===== config.mk =====
export PLATFORM = sky130hd
export DESIGN_NAME = io_walk_sequencer_flat
export DESIGN_NICKNAME = d
export VERILOG_FILES = /design/src/rtl/io_walk_sequencer_pkg.sv /design/src/rtl/io_walk_sequencer_if.sv /design/src/rtl/io_walk_sequencer_start_sync.sv /design/src/rtl/io_walk_sequencer.sv /design/src/flat_wrapper.sv
export SDC_FILE = /design/constraint.sdc
export NUM_CORES = 1
export LEC_CHECK = 0
export ABC_CLOCK_PERIOD_IN_PS = 5000
export CAP_MARGIN = 10
export CORE_ASPECT_RATIO = 0.5
export CORE_MARGIN = 4
export CORE_UTILIZATION = 39
export CTS_BUF_LIST = sky130_fd_sc_hd__clkbuf_16
export DETAILED_ROUTE_END_ITERATION = 10
export DONT_BUFFER_PORTS = 1
export SYNTH_ARGS = -nofsm -noshare
export SYNTH_HDL_FRONTEND = slang
export SYNTH_SLANG_ARGS = --single-unit

===== constraint.sdc =====
create_clock -name clk -period 5 [get_ports clk]
set_clock_uncertainty 0.15 [all_clocks]
set_input_delay 0.5 -clock clk [delete_from_list [all_inputs] [get_ports clk]]
set_output_delay 0.5 -clock clk [all_outputs]
set_load 0.01 [all_outputs]

===== src/rtl/io_walk_sequencer_pkg.sv =====
// Shared types and pin-map constants for the IO walk bring-up sequencer.
package io_walk_pkg;

    typedef enum logic [1:0] {
        ST_IDLE  = 2'd0,
        ST_WALK1 = 2'd1,
        ST_WALK0 = 2'd2,
        ST_DONE  = 2'd3
    } walk_state_e;

    localparam int START_PIN      = 0;
    localparam int STATUS_PIN     = 1;
    localparam int FIRST_TEST_PIN = 2;
    localparam int ERR_W          = 8;

    // Error count sticks at all-ones instead of wrapping back to a clean-looking value.
    function automatic logic [ERR_W-1:0] err_sat_inc(input logic [ERR_W-1:0] v);
        if (v == {ERR_W{1'b1}}) begin
            return v;
        end
        return v + ERR_W'(1);
    endfunction

endpackage


===== src/rtl/io_walk_sequencer_if.sv =====
// Pad bus between the wrapper and the sequencer: inputs, outputs and output-enable bar.
interface io_walk_sequencer_if #(
    parameter int NUM_IO = 31
);
    logic [NUM_IO-1:0] io_in;
    logic [NUM_IO-1:0] io_out;
    logic [NUM_IO-1:0] io_oeb;

    // master = sequencer driving the pads, slave = pad ring / wrapper side
    modport master (input io_in, output io_out, output io_oeb);
    modport slave  (output io_in, input io_out, input io_oeb);
endinterface


===== src/rtl/io_walk_sequencer_start_sync.sv =====
// Start pin synchronizer: two metastability flops, then a registered one-cycle rising-edge pulse.
module io_start_sync (
    input  logic clk,
    input  logic rst,
    input  logic d_i,
    output logic pulse_o
);
    logic s1_q;
    logic s2_q;
    logic s3_q;
    logic pulse_q;

    always_ff @(posedge clk or posedge rst) begin
        if (rst) begin
            s1_q    <= 1'b0;
            s2_q    <= 1'b0;
            s3_q    <= 1'b0;
            pulse_q <= 1'b0;
        end else begin
            s1_q    <= d_i;
            s2_q    <= s1_q;
            s3_q    <= s2_q;
            pulse_q <= s2_q & ~s3_q;
        end
    end

    assign pulse_o = pulse_q;

endmodule


===== src/rtl/io_walk_sequencer.sv =====
// Bring-up controller: walks a one then a zero across the test pins, checks pad loopback,
// and reports an error count plus pass/fail blink on the pins themselves.
module io_walk_sequencer
    import io_walk_pkg::*;
#(
    parameter int NUM_IO      = 31,
    parameter int HOLD_CYCLES = 1024
) (
    input  logic                clk,
    input  logic                rst,
    io_walk_sequencer_if.master pads
);
    localparam int W      = NUM_IO - FIRST_TEST_PIN;
    localparam int HOLD_W = $clog2(HOLD_CYCLES);
    localparam int K_W    = $clog2(W);

    localparam logic [HOLD_W-1:0] HOLD_LAST = HOLD_W'(HOLD_CYCLES - 1);
    localparam logic [K_W-1:0]    K_LAST    = K_W'(W - 1);
    localparam logic [W-1:0]      ONE_W     = {{(W-1){1'b0}}, 1'b1};

    walk_state_e       state_q, state_d;
    logic [HOLD_W-1:0] hold_q, hold_d;
    logic [K_W-1:0]    k_q, k_d;
    logic [ERR_W-1:0]  err_q, err_d;
    logic              blink_q, blink_d;

    logic              start_pulse;
    logic              hold_last;
    logic              step_mismatch;
    logic [W-1:0]      pattern;
    logic              unused_status_in;

    io_start_sync u_start_sync (
        .clk     (clk),
        .rst     (rst),
        .d_i     (pads.io_in[START_PIN]),
        .pulse_o (start_pulse)
    );

    assign unused_status_in = pads.io_in[STATUS_PIN];

    assign hold_last = (hold_q == HOLD_LAST);
    assign pattern   = (state_q == ST_WALK0) ? ~(ONE_W << k_q) : (ONE_W << k_q);
    // Only meaningful in the walk states; the loopback compare never reaches an output directly.
    assign step_mismatch = (pads.io_in[NUM_IO-1:FIRST_TEST_PIN] != pattern);

    always_ff @(posedge clk or posedge rst) begin
        if (rst) begin
            state_q <= ST_IDLE;
            hold_q  <= '0;
            k_q     <= '0;
            err_q   <= '0;
            blink_q <= 1'b0;
        end else begin
            state_q <= state_d;
            hold_q  <= hold_d;
            k_q     <= k_d;
            err_q   <= err_d;
            blink_q <= blink_d;
        end
    end

    always_comb begin
        state_d = state_q;
        hold_d  = hold_q;
        k_d     = k_q;
        err_d   = err_q;
        blink_d = blink_q;

        case (state_q)
            ST_IDLE: begin
                if (start_pulse) begin
                    state_d = ST_WALK1;
                    hold_d  = '0;
                    k_d     = '0;
                    err_d   = '0;
                    blink_d = 1'b0;
                end
            end

            ST_WALK1, ST_WALK0: begin
                if (hold_last) begin
                    hold_d = '0;
                    if (step_mismatch) begin
                        err_d = err_sat_inc(err_q);
                    end
                    if (k_q == K_LAST) begin
                        k_d = '0;
                        if (state_q == ST_WALK1) begin
                            state_d = ST_WALK0;
                        end else begin
                            state_d = ST_DONE;
                            blink_d = 1'b1;
                        end
                    end else begin
                        k_d = k_q + K_W'(1);
                    end
                end else begin
                    hold_d = hold_q + HOLD_W'(1);
                end
            end

            ST_DONE: begin
                if (start_pulse) begin
                    state_d = ST_WALK1;
                    hold_d  = '0;
                    k_d     = '0;
                    err_d   = '0;
                    blink_d = 1'b0;
                end else if (hold_last) begin
                    // The hold counter doubles as the blink half-period timer once the walk is over.
                    hold_d  = '0;
                    blink_d = ~blink_q;
                end else begin
                    hold_d = hold_q + HOLD_W'(1);
                end
            end

            default: begin
                state_d = ST_IDLE;
            end
        endcase
    end

    always_comb begin
        pads.io_out             = '0;
        pads.io_oeb             = '1;
        pads.io_oeb[STATUS_PIN] = 1'b0;

        case (state_q)
            ST_WALK1, ST_WALK0: begin
                pads.io_out[NUM_IO-1:FIRST_TEST_PIN] = pattern;
                pads.io_oeb[NUM_IO-1:FIRST_TEST_PIN] = '0;
            end
            ST_DONE: begin
                pads.io_out[FIRST_TEST_PIN +: ERR_W] = err_q;
                pads.io_oeb[FIRST_TEST_PIN +: ERR_W] = '0;
                pads.io_out[STATUS_PIN]              = (err_q == '0) | blink_q;
            end
            default: begin
            end
        endcase
    end

endmodule


===== src/flat_wrapper.sv =====
// flat-port wrapper written by rule: the top's interface ports become plain ports
module io_walk_sequencer_flat import io_walk_pkg::*;
#(
    parameter int NUM_IO      = 31,
    parameter int HOLD_CYCLES = 1024
)
  (clk, rst, pads_io_in, pads_io_out, pads_io_oeb);
  io_walk_sequencer_if #(.NUM_IO(NUM_IO)) pads_i ();
  input  logic clk;
  input  logic rst;
  input wire logic [$bits(pads_i.io_in)-1:0] pads_io_in;
  output wire logic [$bits(pads_i.io_out)-1:0] pads_io_out;
  output wire logic [$bits(pads_i.io_oeb)-1:0] pads_io_oeb;
  assign pads_i.io_in = pads_io_in;
  assign pads_io_out = pads_i.io_out;
  assign pads_io_oeb = pads_i.io_oeb;
  io_walk_sequencer #(.NUM_IO(NUM_IO), .HOLD_CYCLES(HOLD_CYCLES)) u_core (.clk(clk), .rst(rst), .pads(pads_i));
endmodule

Word level (Yosys, flattened, before mapping)
Index checks and enable logic that the tools add are counted.

operators by class
  add/sub/neg operators = 3
  equal/unequal tests = 15
  shifts and indexed selects = 1
  mux-type cells = 35
  bitwise gates (word level) = 5
  reductions and logical operators = 9

operators by type and width
  kind                   number
  $mux 21                2
  $mux 8                 5
  $pmux 8 s2             2
  $mux 10                3
  $pmux 10 s3            1
  $mux 29                1
  $ne 29x29->1           1
  $not 29->29            1
  $shl 1x5->29 const A   1
  $mux 5                 3
  $mux 1                 12
  $add 10x1->10 const B  1
  $eq 10x10->1 const B   1
  $pmux 5 s2             1
  $add 8x1->8 const B    1
  $eq 8x8->1 const B     1
  $logic_not 8->1        1
  $ne 2x1->1 const B     4
  $mux 2                 3
  $add 5x1->5 const B    1
  $eq 5x5->1 const B     1
  $reduce_and 5->1       1
  $eq 2x2->1 const B     2
  $ne 2x2->1 const B     2
  14 further kinds       16

storage, ports and cells
  register bits = 30
  input port bits = 33
  output and inout port bits = 62
  word-level logic and storage cells = 77

Longest topological paths before layout
  depth after elaboration = 11
  gate-level depth with buffers = 13
  gate-level depth less buffers = 9

Cells and area by module
A second synthesis with hierarchy kept.

second synthesis, totals
  cell total of the unflattened synthesis = 511
  area, all modules = 3893.7 um^2

by module, submodules not included
  module             instances  cells an instance  area an instance (um^2)  seq. area each (um^2)
  io_walk_sequencer  1          505                3776.1                   650.6
  io_start_sync      1          6                  117.6                    100.1

Least setup slack after synthesis
OpenSTA, ideal clock, no wires.

  path type = flip-flop to flip-flop
  from = register u_core.k_q[2]
  to = register u_core.err_q[1]
  setup time = 0.125 ns
  arrival = 3.054 ns
  required time = 4.725 ns
  path slack = 1.671 ns
  stages on the path, launching flop included = 14
  path buffers = 4
  period minus slack after synthesis = 3.329 ns
  cell sequence = dfrtp_1 > buf_4 > buf_2 > buf_2 > inv_1 > ha_1 > and3b_1 > buf_1 > a2111o_1 > a32oi_1 > o2111a_1 > o2111ai_4 > o21ai_4 > mux2_4

on the way
  word-level cells in the longest chain between the ends = 6

RTL lines
  what                                   RTL line                 RTL
  start: declaration                     io_walk_sequencer.sv:23  logic [K_W-1:0] k_q, k_d;
  start signal: assignment               io_walk_sequencer.sv:57  k_q <= k_d;
  $shl 1x5->29 (*)                       io_walk_sequencer.sv:43  assign pattern = (state_q == ST_WALK0) ? ~(ONE_W << k_q) : (ONE_W << k_q);
  $not 29->29                            io_walk_sequencer.sv:43
  $mux 29 (*)                            io_walk_sequencer.sv:43
  $ne 29x29->1 (*)                       io_walk_sequencer.sv:45  assign step_mismatch = (pads.io_in[NUM_IO-1:FIRST_TEST_PIN] != pattern);
  $ne 2x1->1 (no source line) (*)        n/a
  $reduce_and 4->1 (no source line) (*)  n/a
  end signal: assignment                 io_walk_sequencer.sv:58  err_q <= err_d;
  end: declaration                       io_walk_sequencer.sv:24  logic [ERR_W-1:0] err_q, err_d;

Mark *: on every way between the ends. The rest lies on a longest branch, timed or not.
A chain may end at the register's enable or synchronous reset.

Worst setup path in the final report
  from = register u_core.state_q[0]
  to = register u_core.err_q[1]

on the way
  word-level cells in the longest chain between the ends = 5
  elaborated cells on any way between the ends = 14
  those cells by class = eq/ne: 8; mux: 2; reduce/logical: 4

RTL lines
  what                               RTL line                                          RTL
  start: declaration                 io_walk_sequencer.sv:21                           walk_state_e state_q, state_d;
  start signal: assignment           io_walk_sequencer.sv:55                           state_q <= state_d;
  $eq 2x2->1                         io_walk_sequencer.sv:43, io_walk_sequencer.sv:70
  $mux 29                            io_walk_sequencer.sv:43
  $ne 29x29->1                       io_walk_sequencer.sv:45
  $ne 2x1->1 (no source line)        n/a
  $reduce_and 4->1 (no source line)  n/a

Parallel ways exist; a longest one is shown, timed or not.

==> impl_metrics.yaml <==
outcome:
  status: "complete, no violations"
yosys:
  syn-cell-area_sq_um: 3840
  synth-seq-cells: 30
  synth-edff-count: 0
  synth_area_per_cell_sq_um: 7.88
  syn_inst: 488
  synth_cell_types: 76
  yosys_warnings: 0
  ys_seq_area_share_pct: 19.5
  synthArstFlopShare_pct: 100
  ys.flop_type: "dfrtp_1"
pwr:
  p_total_uw: 895
  p_leak_nw: 1.38
  p_comb_share_pct: 37.2
  p_int_uw: 516
  ir_worst_vdd_mv: 0.121
  p_per_area_nw_per_um2: 235
  p_clk_share_pct: 31.9
  p_sw_uw: 379
  switching_share_pct: 42.3
  power_frac_seq_pct: 30.9
clocking:
  cts_hold_buffers: 0
  htreeDepth: 2
  cts_buffers: 5
  postCtsSetupRepairBufs: 0
  clk_latency_ns: 0.28
  clock_sinks: 30
  cts_tree: "done"
  cts.clk_slew.worst_paths_ns: 0.05
  cts_resized: 0
  root_buffer: "clkbuf_16"
  cts_buffer_depth: 2
route:
  wl_microns: 10300
  routed-via-count: 3432
  drcViolationCount: 0
  ant_nets: 0
  drtIter0Drc: 302
  routed_via_density: 5.92
  dr.pass1.iters: 5
  wl_per_cell_microns: 17.8
sta:
  hold_viol: 0
  rsz0062_at_grt: "no"
  setup_tns_ns: 0
  tightest_slew_ns: 1.08
  setup_viol: 0
  max_freq_ghz: 0.253
  finalCritPeriodShare_pct: 79.0
  final_max_slew_viol_count: 0
  timing.final.crit_period_ns: 3.95
  worst_slack_ns: 1.05
  worst_hold_slack_ns: 0.0483
  max_slew_margin_pct: 27.9
global_routing:
  grt_pass1_wl_microns: 17000
  grt_max_degree: 39
  first_global_vias: 3178
  grtUsageTotal_pct: 17.7
  grt-ovfl-total: 0
  antenna_found_initial: 0
floorplan:
  die_w_microns: 148
  core_area_sq_um: 9510
  initial_utilization_pct: 40.4
  placementRows: 25
  die_y_microns: 78.2
  pin_count: 95
  die_area_sq_um: 11600
final_layout:
  final_area_sq_um: 3810
  diodes: 0
  drive_gt1_share_pct: 7.19
  instances_no_fill: 580
  fin_nets: 492
  syn2layout_area_growth_pct: -0.781
  final_core_util_pct: 40.1
placement:
  hpwl_microns: 7620
  dpl_cell_area_sq_um: 3680
  dp_cells: 572
  io_buffers: 0
  pre_cts_ws_ns: 1.07
  place_congestion: 0.880
worst_setup_path:
  r2r-start: "u_core.state_q[0]$_DFFE_PP0P_"
  crit_path_end: "u_core.err_q[1]$_DFFE_PP0P_"
  crit_type: "register to register"
  critPathLaunchType: "register"
  crit_slowest_cell: "ha_2"
  cpPeakStageDelay_ns: 0.78
  cp-end-kind: "register"
  worstPathMaxFanout: 38
  rr_worst_depth: 10
  ff2ff_setup_slack_ns: 1.05
  worstPathCellList: "inv_1 -> ha_2 -> buf_4 -> nand3b_1 -> a211o_1 -> a21oi_1 -> a211oi_1 -> or4_1 -> o21ai_4 -> mux2_4"
  cp.arrival_ns: 3.95
  cp.required_ns: 5.00
  setup.worst_path.start: "u_core.state_q[0]$_DFFE_PP0P_"
  r2r_end: "u_core.err_q[1]$_DFFE_PP0P_"
run:
  drv_cap: 0
min_path:
  holdCritPathClass: "input pin to async pin"
-- cells by family (layout without fill, tap and decap cells) --
kind of cell             count (synthesis)  in the layout  share of synthesized area [%]
flip-flops                              30             30                           19.5
adder cells (fa/ha/maj)                 15             15                           4.88
XOR/XNOR                                48             48                           11.3
AO/OA/AOI/OAI                          117            117                           22.4
other                                    2              3                          0.195
multiplexers                             5              5                           1.43
AND/OR/NAND/NOR                        193            193                           28.3
buffers and inverters                   78             34                           12.0
-- routing by layer --
layer  share of wire (%)  global-route usage (%)  routed length, microns  vias to the layer above
met5                   0                       0                       0                        -
met4                 1.3                    3.41                     138                        0
met3                 7.7                    4.56                     799                       18
met2                  44                    28.2                    4590                      126
met1                  46                    24.4                    4800                     1636
li1                    -                       -                       -                     1652
-- area by class of cell --
class / count / area, sq um
Fill cell: 1007 / 5690
Inverter: 20 / 75.1
Multi-Input combinational cell: 381 / 2640
Sequential cell: 30 / 751
Clock buffer: 5 / 125
Clock inverter: 3 / 12.5
Tap cell: 135 / 169
Timing Repair Buffer: 6 / 45.0
-- cell usage after synthesis (9+ instances only) --
library cell / n / area share, %
nor3_1: 10 / 1.3
nand2_1: 30 / 2.9
clkbuf_1: 9 / 0.88
xnor2_1: 36 / 8.2
a21oi_1: 20 / 2.6
buf_4: 34 / 6.6
dfrtp_1: 30 / 20
o21ai_0: 25 / 3.3
ha_1: 15 / 4.9
nand3_1: 22 / 2.9
inv_1: 18 / 1.8
nand2b_1: 14 / 2.3
nor2_1: 47 / 4.6
xor2_1: 11 / 2.5
-- layout by cell type, fill, tap and decap left out, drive strengths merged, types with 10 or more instances in the layout --
cell    synthesis  final
dfrtp          30     30
nand2b         14     14
nand3          22     22
inv            19     21
a21oi          20     20
nand2          30     30
xnor2          36     36
o21ai          27     27
nor2           47     47
ha             15     15
xor2           11     11
nor3           10     10
-- worst min-delay path by stage --
stage,from,endpoint,slack [ns],cells past startpoint
CTS,rst,u_core.err_q[2]$_DFFE_PP0P_,0.07,2
detailed placement,u_core.u_start_sync.s1_q$_DFF_PP0_,u_core.u_start_sync.s2_q$_DFF_PP0_,0.19,0
global route,pads_io_in[0],u_core.u_start_sync.s1_q$_DFF_PP0_,0.09,0
global placement,u_core.u_start_sync.s1_q$_DFF_PP0_,u_core.u_start_sync.s2_q$_DFF_PP0_,0.18,0
floorplan,u_core.u_start_sync.s1_q$_DFF_PP0_,u_core.u_start_sync.s2_q$_DFF_PP0_,0.18,0
finish,rst,u_core.u_start_sync.s1_q$_DFF_PP0_,0.05,2
-- power groups by stage --
stage	clock, mW	combinational, mW	sequential, mW
floorplan	0	0.427	0.275
global route	0.309	0.379	0.279
finish	0.286	0.334	0.276
global placement	0	0.336	0.279
CTS	0.291	0.338	0.276
detailed placement	0	0.336	0.280
-- sequential cells by signal, summed over array words and instances (netlist names) --
name	cells
u_core.blink_q	1
u_core.u_start_sync.s3_q	1
u_core.err_q	8
u_core.k_q	5
u_core.hold_q	10
u_core.u_start_sync.pulse_o	1
u_core.u_start_sync.s2_q	1
u_core.state_q	2
u_core.u_start_sync.s1_q	1
-- critical path, delay by kind of cell (launching register included) --
family,cells,cell delay (ns)
multiplexers,1,0.33
buffers and inverters,2,0.53
AO/OA/AOI/OAI,4,0.78
AND/OR/NAND/NOR,2,0.80
flip-flops,1,0.43
adder cells (fa/ha/maj),1,0.78
(Power assumes the default switching activity.)
